--- config.mk ---
export PLATFORM = sky130hd
export DESIGN_NAME = step
export DESIGN_NICKNAME = d
export VERILOG_FILES = /design/src/rtl/step_pkg.sv /design/src/rtl/step.sv
export SDC_FILE = /design/constraint.sdc
export NUM_CORES = 1
export LEC_CHECK = 0
export CAP_MARGIN = 20
export CORE_AREA = 2 2 39 41
export CTS_CLUSTER_DIAMETER = 40
export DETAILED_ROUTE_END_ITERATION = 8
export DIE_AREA = 0 0 41 43
export SLEW_MARGIN = 20
export SYNTH_ARGS = -nofsm -noshare
export SYNTH_HDL_FRONTEND = slang
export SYNTH_SLANG_ARGS = --single-unit
--- constraint.sdc ---
create_clock -name clk -period 1.6 [get_ports clk]
set_clock_uncertainty 0.15 [all_clocks]
set_input_delay 0.48 -clock clk [delete_from_list [all_inputs] [get_ports clk]]
set_output_delay 0.48 -clock clk [all_outputs]
set_load 0.02 [all_outputs]
--- src/rtl/step_pkg.sv ---
// step_pkg: shared constants for the tiny16 T-state sequencer.
// Default counter width/step count and named step values T0..T7.
package step_pkg;

  localparam int STEP_WIDTH = 3;
  localparam int STEP_COUNT = 8;

  localparam logic [STEP_WIDTH-1:0] T0 = 3'd0;
  localparam logic [STEP_WIDTH-1:0] T1 = 3'd1;
  localparam logic [STEP_WIDTH-1:0] T2 = 3'd2;
  localparam logic [STEP_WIDTH-1:0] T3 = 3'd3;
  localparam logic [STEP_WIDTH-1:0] T4 = 3'd4;
  localparam logic [STEP_WIDTH-1:0] T5 = 3'd5;
  localparam logic [STEP_WIDTH-1:0] T6 = 3'd6;
  localparam logic [STEP_WIDTH-1:0] T7 = 3'd7;

endpackage

--- src/rtl/step.sv ---
// step: free-running T-state counter with one-hot and first/last flags.
// Ports: clk, rst (async active-low), counter, step_onehot, first_step, last_step.
module step
  import step_pkg::*;
#(
  parameter int WIDTH     = STEP_WIDTH,
  parameter int NUM_STEPS = STEP_COUNT
) (
  input  logic                 clk,
  input  logic                 rst,
  output logic [WIDTH-1:0]     counter,
  output logic [NUM_STEPS-1:0] step_onehot,
  output logic                 first_step,
  output logic                 last_step
);

  localparam logic [WIDTH-1:0] LAST = WIDTH'(NUM_STEPS - 1);

  logic [WIDTH-1:0]     r_counter;
  logic [NUM_STEPS-1:0] w_onehot;

  // >= also catches any out-of-range value and reloads 0
  always_ff @(posedge clk or negedge rst) begin
    if (!rst) begin
      r_counter <= '0;
    end else if (r_counter >= LAST) begin
      r_counter <= '0;
    end else begin
      r_counter <= r_counter + 1'b1;
    end
  end

  always_comb begin
    w_onehot = '0;
    for (int i = 0; i < NUM_STEPS; i++) begin
      w_onehot[i] = (r_counter == WIDTH'(i));
    end
  end

  assign counter     = r_counter;
  assign step_onehot = w_onehot;
  assign first_step  = (r_counter == '0);
  assign last_step   = (r_counter == LAST);

endmodule

After elaboration in Yosys (flattened, before gate mapping)
Cells that the tools add are included.
- flip-flop bits (word level): 3
- word-level logic and storage cells: 12
- output and inout port bits: 13
- input port bits: 2
- multiplexer cells: 1
- reduce and logical (&&, ||, !) cells: 1
- $lt $le $gt $ge: 1
- equal/unequal tests: 7
- add/sub/neg operators: 1
- operator list (cell ; number):
    equality test 3 bit, second input constant ; 4
    equality test 3 x 2 -> 1 bit, second input constant ; 2
    adder 3 x 1 -> 3 bit, second input constant ; 1
    equality test 3 x 1 -> 1 bit, second input constant ; 1
    >= comparator 3 bit, second input constant ; 1
    logical NOT 3 bit ; 1
    two-way mux 3 bit ; 1

Depth between registers and ports, before layout
- depth after elaboration: 2
- gate-level depth with buffers: 4
- gate-level depth less buffers: 4

Worst setup path before layout
OpenSTA, ideal clock, no wires.
- path type: flip-flop to output port
- from: reg r_counter[0] (netlist: counter[0])
- to: out step_onehot[7]
- arrival time: 1.217 ns
- stages on the path, launching flop included: 4
- slack: -0.247 ns
- path buffers: 1
- cells stage by stage: dfrtp_1 ha_1 ha_1 buf_4
- cells in the longest elaborated chain, start to end: 1
- RTL lines (item ; RTL line ; RTL):
    from (decl) ; step.sv:19 ; logic [WIDTH-1:0] r_counter;
    from (signal assigned) ; step.sv:29 ; r_counter <= r_counter + 1'b1;
    equality test 3 bit ; n/a ;
    to (decl) ; step.sv:12 ; output logic [NUM_STEPS-1:0] step_onehot,
No other way between the ends.

Final worst setup path
- from: reg r_counter[0] (netlist: counter[0])
- to: out step_onehot[2]
- cells in the longest elaborated chain, start to end: 1
- RTL lines (item ; RTL line ; RTL):
    equality test 3 x 2 -> 1 bit ; step.sv:36 ; w_onehot[i] = (r_counter == WIDTH'(i));
No other way between the ends.

==> out/results.ini <==
[sta]
setup_violations=12
finalSetupTns_ns=-2.26
finalMaxSlewViolations=0
hold_slack_ns=0.279
rsz0062_at_grt=yes
hold_viol=0
timing.final.crit_share_pct=116
max_freq_mhz=540
relSlewSlack_pct=85.9
post-route-worst-setup-slack_ns=-0.250
tightest_slew_ns=0.212
period_needed_ns=1.85

[setup_path]
worst-path-stages=4
timing.rr.end=counter[2]
r2r_cells=5
critPathSlowestCell=dfrtp_2
cp-endpoint=step_onehot[2]
crit_path_start_kind=register
crit_type=reg -> out
crit_chain=inv_2 -> ha_2 -> and2b_2 -> buf_6
critPathBufInv=2
max_stage_delay_ns=0.43
required_ns=0.97
rrSetupSlack_ns=0.12
crit_arrival_ns=1.22
critPathMaxFanout=5
reg2reg_from=counter[0]
end_kind=primary output
startpoint=counter[0]
cp_top_family=flip-flops

[routing]
detail-route-antenna-nets=0
dr.pass1.iters=1
routed_wl_um=550
avgRoutedWirePerCell_um=9.32
drc_errors=0
via_count=223
drtIter0Drc=0
via_per_inst=3.78

[cells_and_area]
areaGrowthSynthToFinish_pct=105
drive_gt1_share_pct=79.1
fin_cells=59
largest_reg_flops=3
final_area_sq_um=507
nets=52
utilization_pct=36.6
antenna_cells=0

[clock_tree]
cts_buffers=3
clkSinkCount=3
h-tree-depth=1
cts.clk_slew.worst_paths_ns=0.04
clk_latency_ns=0.23
cts_buffer_depth=2
holdBufCountCts=0
cts_tree=built
cts_root_buf=clkbuf_4

[synth]
avgSynthCellArea_sq_um=10.3
ys_seq_area_share_pct=30.3
synth.distinct_cells=10
synthesis.area_sq_um=248
syn-num-nets=32
yosysWarnings=0
synth_cells=24
synth_seq_cells=3

[global_routing]
grt_pass1_vias=222
antenna_found_initial=0
grt_pass1_wl_um=841
met1_usage_pct=5.48
grt_overflow_total=0
use_met2_pct=13.4
grt_usage_pct=7.54
met3_usage_pct=3.14
grt_max_degree=7
grt-busiest-layer=met2

[power_and_ir_drop]
peakVddDrop_mv=0.258
pwr-share-comb_pct=1.6
power_per_cell_area_mw_per_mm2=416
p_sw_mw=0.0388
p_total_mw=0.211
pwr-share-seq_pct=36.2
swShare_pct=18.4
intPower_mw=0.172
pwr-share-clk_pct=62.2
p_leak_nw=0.231

[floorplanning]
dieArea_sq_mm=0.00176
rows=14
ios=15
core_sq_mm=0.00138
start_util_pct=17.9
die_y_um=43
die_width_um=41

[worst_hold_path]
hold_path_class=in -> async

[placement]
dpl.hpwl_um=410
routabilityCongestion=0.617
placed_area_sq_um=428
placedCellCount=54
dpl_worst_slack_ns=-0.426
numPortBuffers=14

[job]
drv_cap=0

[status]
failed_checks=negative setup slack
status=complete, but fails checks

==> worst min path at each step <==
| stage | end | slack (ns) | cells past startpoint |
|---|---|---|---|
| global placement | counter[0] | 0.44 | 2 |
| floorplan | counter[0] | 0.03 | 0 |
| detailed placement | counter[0] | 0.46 | 2 |
| global route | counter[1] | 0.27 | 1 |
| finish | counter[0] | 0.28 | 1 |
| CTS | counter[2] | 0.27 | 1 |
==> power groups by stage <==
stage               registers, mW  clock network, mW    logic (mW)
finish                     0.0763              0.131       0.00341
global placement           0.0772                  0       0.00354
global route               0.0762              0.145       0.00365
floorplan                  0.0772                  0  0.0000000961
detailed placement         0.0772                  0       0.00352
CTS                        0.0762              0.140       0.00352
==> kinds of logic (layout without fill, tap and decap cells) <==
logic type,after synthesis,in the layout,share of synthesized area [%]
AO/OA/AOI/OAI,1,1,2.53
adder cells (fa/ha/maj),6,6,30.3
AND/OR/NAND/NOR,9,9,26.3
buffers and inverters,5,24,10.6
flip-flops,3,3,30.3
==> repair_timing <==
item,in CTS,in global routing
resized for setup,72,5
buffers inserted,1,0
gates cloned,0,0
pin swaps,1,0
setup endpoints to repair,13,12
==> layout by cell type, fill, tap and decap left out, drive strengths merged <==
cell type | synthesis | routed
dlygate4sd2 | 0 | 2
and2b | 3 | 3
buf | 2 | 14
ha | 6 | 6
nor2b | 1 | 1
a31oi | 1 | 1
clkbuf | 0 | 4
and2 | 4 | 4
dfrtp | 3 | 3
inv | 3 | 3
nor2 | 1 | 1
clkdlybuf4s50 | 0 | 1
==> cell type report <==
class                      count  area (sq um)
sequential                     3          78.8
timing repair buffer          17           178
fill                         150           877
inverter                       3          11.3
clock buffer                   4          26.3
tap                           16          20.0
multi-input combinational     16           193
==> cell usage after synthesis, drive strengths merged <==
master	n	area, sq um
inv	3	11.3
a31oi	1	6.26
ha	6	75.1
and2	4	28.8
and2b	3	26.3
nor2b	1	6.26
nor2	1	3.75
buf	2	15.0
dfrtp	3	75.1
==> metal layers <==
layer | wire length, um | vias to the layer above
met5 | 0 | -
met4 | 0 | 0
met3 | 52 | 0
met2 | 306 | 11
met1 | 191 | 101
li1 | - | 111
Power figures use the tool's default switching activity.
